[config.mk]
export PLATFORM = sky130hd
export DESIGN_NAME = filter_sync_mc
export DESIGN_NICKNAME = d
export VERILOG_FILES = /design/src/rtl/filter_sync_mc.sv
export SDC_FILE = /design/constraint.sdc
export NUM_CORES = 1
export LEC_CHECK = 0
export ABC_AREA = 1
export CORE_MARGIN = 3
export CORE_UTILIZATION = 55
export DETAILED_ROUTE_END_ITERATION = 12
export GPL_TIMING_DRIVEN = 1
export MAX_ROUTING_LAYER = met4
export PLACE_DENSITY = 0.75
export SKIP_CTS_REPAIR_TIMING = 1
export SLEW_MARGIN = 20
export SYNTH_ARGS = -nofsm -noshare
export SYNTH_HDL_FRONTEND = slang
export SYNTH_SLANG_ARGS = --single-unit
[constraint.sdc]
create_clock -name clk -period 4.3 [get_ports clk]
set_input_delay 1.29 -clock clk [delete_from_list [all_inputs] [get_ports clk]]
set_output_delay 1.29 -clock clk [all_outputs]
set_load 0.02 [all_outputs]
[src/rtl/filter_sync_mc.sv]
// filter_sync_mc: per-channel in-flight transaction counters plus an
// active-low reconfiguration handshake. The acknowledge is granted only
// when every channel is drained. An optional timeout gives up if the
// channels do not drain in time.
module filter_sync_mc #(
  parameter int NCH      = 2,
  parameter int CW       = 16,
  parameter int INVALUE  = 1,
  parameter int OUTVALUE = 1,
  parameter int TIMEOUT  = 0,
  parameter int BLOCK_EN = 1
) (
  input  logic           clk,
  input  logic           rstn,
  input  logic [NCH-1:0] is_data_in,
  input  logic [NCH-1:0] is_data_out,
  input  logic           rc_reqn,
  output logic           rc_ackn,
  output logic           rc_block,
  output logic           rc_timeout,
  output logic [NCH-1:0] cnt_err
);

  localparam int              WW    = (TIMEOUT > 2) ? $clog2(TIMEOUT) : 1;
  localparam logic [WW-1:0]   WLAST = WW'((TIMEOUT > 0) ? TIMEOUT - 1 : 0);
  localparam logic [CW+1:0]   CMAX  = {2'b00, {CW{1'b1}}};
  localparam logic [CW+1:0]   INC   = (CW+2)'(INVALUE);
  localparam logic [CW+1:0]   DEC   = (CW+2)'(OUTVALUE);

  typedef enum logic [1:0] {
    RC_Idle = 2'd0,
    RC_Req  = 2'd1,
    RC_Hold = 2'd2,
    RC_Tout = 2'd3
  } rc_state_t;

  rc_state_t      state, state_nxt;
  logic [WW-1:0]  wcnt, wcnt_nxt;
  logic [CW-1:0]  tc0    [NCH];
  logic [CW-1:0]  tc_nxt [NCH];
  logic [NCH-1:0] err_q, err_set;
  logic [CW+1:0]  up, dn;
  logic           all_idle;
  logic           ack_n, blk, tout;

  // Saturating next count per channel, error detection and the idle test
  // on the effective count (registered count plus this cycle's in-beat).
  always_comb begin
    tc_nxt   = tc0;
    err_set  = '0;
    all_idle = 1'b1;
    up       = '0;
    dn       = '0;
    for (int unsigned i = 0; i < NCH; i++) begin
      up = {2'b00, tc0[i]} + (is_data_in[i] ? INC : '0);
      if (up != '0) all_idle = 1'b0;
      if (is_data_out[i] && (up < DEC)) begin
        tc_nxt[i]  = '0;
        err_set[i] = 1'b1;
      end else begin
        dn = up - (is_data_out[i] ? DEC : '0);
        if (dn > CMAX) begin
          tc_nxt[i]  = '1;
          err_set[i] = 1'b1;
        end else begin
          tc_nxt[i] = dn[CW-1:0];
        end
      end
    end
  end

  // Counter and sticky error registers; they run in every FSM state.
  always_ff @(posedge clk or negedge rstn) begin
    if (!rstn) begin
      for (int unsigned i = 0; i < NCH; i++) tc0[i] <= '0;
      err_q <= '0;
    end else begin
      for (int unsigned i = 0; i < NCH; i++) tc0[i] <= tc_nxt[i];
      err_q <= err_q | err_set;
    end
  end

  // Handshake state and wait-counter registers.
  always_ff @(posedge clk or negedge rstn) begin
    if (!rstn) begin
      state <= RC_Idle;
      wcnt  <= '0;
    end else begin
      state <= state_nxt;
      wcnt  <= wcnt_nxt;
    end
  end

  // Next-state and outputs. A released request in RC_Req wins over a
  // same-cycle drain so no acknowledge is shown for a withdrawn request.
  always_comb begin
    state_nxt = state;
    wcnt_nxt  = '0;
    ack_n     = 1'b1;
    blk       = 1'b0;
    tout      = 1'b0;
    case (state)
      RC_Idle: begin
        if (!rc_reqn) state_nxt = RC_Req;
      end
      RC_Req: begin
        blk = 1'b1;
        if (rc_reqn) begin
          state_nxt = RC_Idle;
        end else if (all_idle) begin
          ack_n     = 1'b0;
          state_nxt = RC_Hold;
        end else if ((TIMEOUT > 0) && (wcnt == WLAST)) begin
          state_nxt = RC_Tout;
        end else begin
          wcnt_nxt = wcnt + 1'b1;
        end
      end
      RC_Hold: begin
        blk   = 1'b1;
        ack_n = 1'b0;
        if (rc_reqn) state_nxt = RC_Idle;
      end
      RC_Tout: begin
        blk  = 1'b1;
        tout = 1'b1;
        if (rc_reqn) state_nxt = RC_Idle;
      end
      default: state_nxt = RC_Idle;
    endcase
  end

  assign rc_ackn    = ack_n;
  assign rc_block   = (BLOCK_EN == 1) ? blk : 1'b0;
  assign rc_timeout = tout;
  assign cnt_err    = err_q;

endmodule
### Word-level counts from Yosys, hierarchy flattened

Cells that the tools add are included.

| storage, ports and cells | value |
|---|---|
| output and inout port bits | 5 |
| register bits after elaboration | 36 |

| operators by class | value |
|---|---|
| $add $sub $neg | 4 |
| order comparisons | 4 |
| reduce and logical (&&, ||, !) cells | 8 |
| muxes and demuxes | 24 |
| equal/unequal tests | 6 |
| bitwise operators | 1 |

Operators by type and width:

| kind | count |
|---|---|
| $mux 16 | 4 |
| $gt 18x16->1 const B | 2 |
| $reduce_bool 18->1 | 2 |
| $sub 17x1->18 | 2 |
| $add 16x1->17 | 2 |
| $lt 17x1->1 const B | 2 |
| $mux 1 | 14 |
| $mux 2 | 4 |
| $pmux 2 s3 | 1 |
| $eq 2x2->1 const B | 2 |
| $ne 3x3->1 const B | 1 |
| $reduce_and 3->1 | 1 |
| $reduce_or 3->1 | 1 |
| $eq 2x1->1 const B | 1 |
| $logic_and 1x1->1 | 2 |
| $logic_not 2->1 | 1 |
| $ne 2x1->1 const B | 1 |
| $ne 2x2->1 const B | 1 |
| $or 2x2->2 | 1 |
| $pmux 1 s2 | 1 |
| $reduce_or 2->1 | 1 |

### Logic depth before layout (Yosys ltp)

Gate-level depths: netlist of the first run.

| logic depth | value |
|---|---|
| word-level depth | 8 |
| gate-level depth with buffers | 16 |
| mapped depth without buffers | 16 |

### Least setup slack after synthesis of the first run

No wires, ideal clock.

| timing | value |
|---|---|
| path type | input -> output |
| start | input port is_data_in[1] |
| end | output port rc_ackn |
| stages | 14 |
| arrival time | 2690 ps |
| buffers on the path | 0 |
| slack | 320 ps |
| data required time | 3010 ps |
| cells stage by stage | ha_1 > ha_1 > nand3_2 > nor2_4 > nand2_1 > nand2_1 > inv_1 > nand2_2 > nor2_1 > nand4_1 > nor2_1 > nand3_1 > nand2_1 > inv_1 |

| on the way | value |
|---|---|
| cells in the longest elaborated chain, start to end | 7 |

Ends and longest elaborated chain:

| item | line | RTL |
|---|---|---|
| start, declared | 15 | `input logic [NCH-1:0] is_data_in,` |
| $mux 1 | 55 | `up = {2'b00, tc0[i]} + (is_data_in[i] ? INC : '0);` |
| $add 16x1->17 | 55 |  |
| $reduce_bool 18->1 | 56 | `if (up != '0) all_idle = 1'b0;` |
| $mux 1 | 56 |  |
| $mux 1 | 110 | `end else if (all_idle) begin` |
| $mux 1 | 108 | `if (rc_reqn) begin` |
| $pmux 1 s2 | 102 | `case (state)` |
| end, declared | 18 | `output logic rc_ackn,` |

Every way passes these cells.

### Worst setup path after layout of the first run

| timing | value |
|---|---|
| start | input port is_data_in[0] |
| end | output port rc_ackn |

| on the way | value |
|---|---|
| cells in the longest elaborated chain, start to end | 8 |

Ends and longest elaborated chain:

| item | line |
|---|---|
| $mux 1 | 55 |
| $add 16x1->17 | 55 |
| $reduce_bool 18->1 | 56 |
| $mux 1 (2 in series) | 56 |
| $mux 1 | 110 |
| $mux 1 | 108 |
| $pmux 1 s2 | 102 |

Every way passes these cells.

==> impl_metrics.env, run 1 <==
export IMPL_avgSynthCellArea_sq_um=6.693
export IMPL_synth_ff_type="dfrtp_1"
export IMPL_n_antenna_cell=0
export IMPL_netlist_top_cells_area="dfrtp_1 (26%), nand2_1 (13%), nor2_1 (11%), nor2_4 (7.5%), inv_1 (7.3%)"
export IMPL_wirelength_microns=9232
export IMPL_slew_headroom=0.4270
export IMPL_top_layer_used="met4"
export IMPL_routedWlPerCell_microns=13.90
export IMPL_grt_overflow_total=0
export IMPL_cts_buffers=5
export IMPL_ff2ff_path_depth=17
export IMPL_cp_slowest_stage_delay_ns=0.24
export IMPL_max_vdd_ir_drop_uv=489.4
export IMPL_synthCells=518
export IMPL_min_from="cnt_err[1]"
export IMPL_die_h_microns=85.40
export IMPL_critPathMostFrequentCell="ha_4"
export IMPL_synth_warnings=0
export IMPL_cellPowerDensity_nw_per_um2=508.5
export IMPL_clock_latency_ns=0.30
export IMPL_synthMostInstantiatedCell="nand2_1"
export IMPL_drv_slew=0
export IMPL_fmax_mhz=236.9
export IMPL_synth_commonest_cells="nand2_1 (124), nor2_1 (99), inv_1 (67)"
export IMPL_yosysSeqAreaShare=0.2598
export IMPL_critPathRequiredTime_ns=3.01
export IMPL_synth_edf_count=0
export IMPL_clockPowerShare=0.108
export IMPL_dp_hpwl_microns=6999
export IMPL_dieWidth_microns=85.40
export IMPL_area_delta_synth_final_pct=25.19
export IMPL_dr_wl_met3_microns=536
export IMPL_crit_type="in -> out"
export IMPL_path_clk_slew_ns=0.06
export IMPL_port_buffers=11
export IMPL_seqPwrFrac=0.271
export IMPL_total_power_mw=2.207
export IMPL_drt_met1_wl_microns=4282
export IMPL_min_period_ns=4.222
export IMPL_maxCapViolations=0
export IMPL_grt_pass1_vias=3237
export IMPL_num_vias=3482
export IMPL_worst_pin_slew_ns=0.8596
export IMPL_firstDrtPassIters=5
export IMPL_ant_nets=0
export IMPL_critPathLaunchType="primary input"
export IMPL_cp_max_fo=3
export IMPL_synth_nets=535
export IMPL_drc=0
export IMPL_core_area_sq_um=6026
export IMPL_leakagePower_nw=2.121
export IMPL_rr_startpoint="tc0[16]"
export IMPL_arrival_ns=2.93
export IMPL_hold_end="cnt_err[1]"
export IMPL_p_sw_mw=1.064
export IMPL_grt_use_total=0.2639
export IMPL_fin_area_sq_um=4340
export IMPL_place_congestion=0.9685
export IMPL_internal_power_mw=1.143
export IMPL_h_tree_depth=2
export IMPL_tritoncts="yes"
export IMPL_clock_skew_ns=0.01311
export IMPL_comb_power_share=0.622
export IMPL_grt_pass1_wl_microns=14870
export IMPL_ys_types=30
export IMPL_r2r_slack_ns=1.60
export IMPL_cp_end_kind="primary output"
export IMPL_drive_gt1_frac=0.3107
export IMPL_initial_utilization=0.5754
export IMPL_yosysTopAreaCell="dfrtp_1"
export IMPL_clkSinkCount=36
export IMPL_outcome="finished, final reports clean"
export IMPL_regToRegEndpoint="tc0[31]"
export IMPL_cts_buffer_depth=2
export IMPL_root_buffer="clkbuf_8"
export IMPL_die_area_sq_um=7292
export IMPL_yosysTopAreaCellShare=0.2598
export IMPL_route_met2_wl_microns=4174
export IMPL_hp_class="reg -> reg"
export IMPL_drt_initial_drc_count=294
export IMPL_crit_chain="buf_8 -> ha_4 -> ha_4 -> or2_1 -> nand2_2 -> inv_2 -> nor2_4 -> nand3_2 -> nor2_1 -> nand4_1 -> nor2_2 -> nand3_1 -> nand2_1 -> inv_1 -> buf_6"
export IMPL_rsz0062_at_grt="yes"
export IMPL_grt_max_degree=37
export IMPL_netSwitchingFraction=0.4820
export IMPL_antenna_found_initial=0
export IMPL_async_reset_ff_frac=1.000
export IMPL_setup_viol=0
export IMPL_holdPathStages=2
export IMPL_rows=28
export IMPL_hold_violations=0
export IMPL_synth_seq_cells=36
export IMPL_netlist_area_sq_um=3467
export IMPL_dpl_instance_area_sq_um=4015
export IMPL_fin_crit_sh=0.9818
export IMPL_vias_per_cell=5.244
export IMPL_io_pins=12
export IMPL_cpMaxStageDelayCell="or2_1"
export IMPL_nets=606
-- area by class of cell --
cell class / instances / area [sq um]
clock buffers: 6 / 72.57
clock inverters: 1 / 5.005
fillers: 460 / 1685
inverters: 72 / 270.3
multi-input cells: 406 / 2461
flip-flops and latches: 36 / 900.9
well taps: 75 / 93.84
repair buffers: 68 / 536.8
-- routing by layer --
metal	GRT usage	up-vias
met5	-	-
met4	0.07194	0
met3	0.02816	26
met2	0.4004	128
met1	0.3745	1590
li1	-	1738
-- stage by stage --
stage / setup TNS, ns / setup WS, ns / hold slack [ns] / std cells / util
3_5_place_dp: -0.8535 / -0.8535 / 0.4927 / 652 / 0.6663
3_3_place_gp: -0.8067 / -0.8067 / 0.4928 / 652 / 0.6663
5_1_grt: -0.04226 / -0.04226 / 0.5413 / 664 / 0.7203
2_1_floorplan: 0 / 0.3203 / 0.5441 / 518 / -
4_1_cts: -0.8571 / -0.8571 / 0.5132 / 659 / 0.6792
6_report: 0 / 0.07832 / 0.5026 / 664 / 0.7203
-- cells in the final DEF, fill, tap and decap left out, types with 4 or more instances in the layout --
master           instances
nor2_2                  23
nand2_2                 36
nand3_2                  6
inv_2                    6
clkbuf_8                 5
xnor2_1                  5
nor2_4                  29
inv_1                   66
nor2_1                  90
dfrtp_1                 36
nand3_1                 27
buf_4                   58
ha_1                     4
nand4_1                 19
xor2_1                  25
nand3b_1                 4
clkdlybuf4s50_1          7
nand2_1                110
ha_4                     6
-- sequential cells by signal (all words and copies together), names as in the netlist --
register  count
cnt_err       2
state         2
tc0          32
-- power groups by stage --
stage	clock network [mW]	logic (mW)	registers (mW)
finish	0.238	1.37	0.597
global route	0.254	1.53	0.610
CTS	0.239	1.24	0.560
detailed placement	0	1.23	0.566
global placement	0	1.20	0.564
floorplan	0	0.839	0.532
-- worst max-delay path: cells and delay by family --
family | cells | cell delay (ns)
adder cells (fa/ha/maj) | 2 | 0.32
AND/OR/NAND/NOR | 9 | 0.99
buffers and inverters | 4 | 0.32
-- kinds of logic after synthesis --
| kind of cell | share of synthesized area |
|---|---|
| flops | 0.2598 |
| compound gates | 0.01082 |
| fa+ha+maj | 0.03609 |
| simple gates | 0.5276 |
| buf+inv | 0.08986 |
| xor+xnor | 0.07578 |
-- how the worst max path moves through the flow --
stage               to  slack, ns           from  cells after the start
2_1_floorplan  rc_ackn       0.32  is_data_in[1]                     14
3_3_place_gp   rc_ackn      -0.81  is_data_in[0]                     14
3_5_place_dp   rc_ackn      -0.85  is_data_in[0]                     17
4_1_cts        rc_ackn      -0.86  is_data_in[0]                     17
5_1_grt        rc_ackn      -0.04  is_data_in[0]                     15
6_report       rc_ackn       0.08  is_data_in[0]                     15
No activity file was read; power rests on OpenSTA's default activity.
==> run 2: changes to the inputs <==
--- a/config.mk
+++ b/config.mk
@@ -8,6 +8,7 @@
 export ABC_AREA = 1
 export CORE_MARGIN = 3
 export CORE_UTILIZATION = 55
+export CTS_CLUSTER_DIAMETER = 150
 export DETAILED_ROUTE_END_ITERATION = 12
 export GPL_TIMING_DRIVEN = 1
 export MAX_ROUTING_LAYER = met4
==> results of run 2 <==
The final DEF is identical to that of run 1; final timing and power are the same.
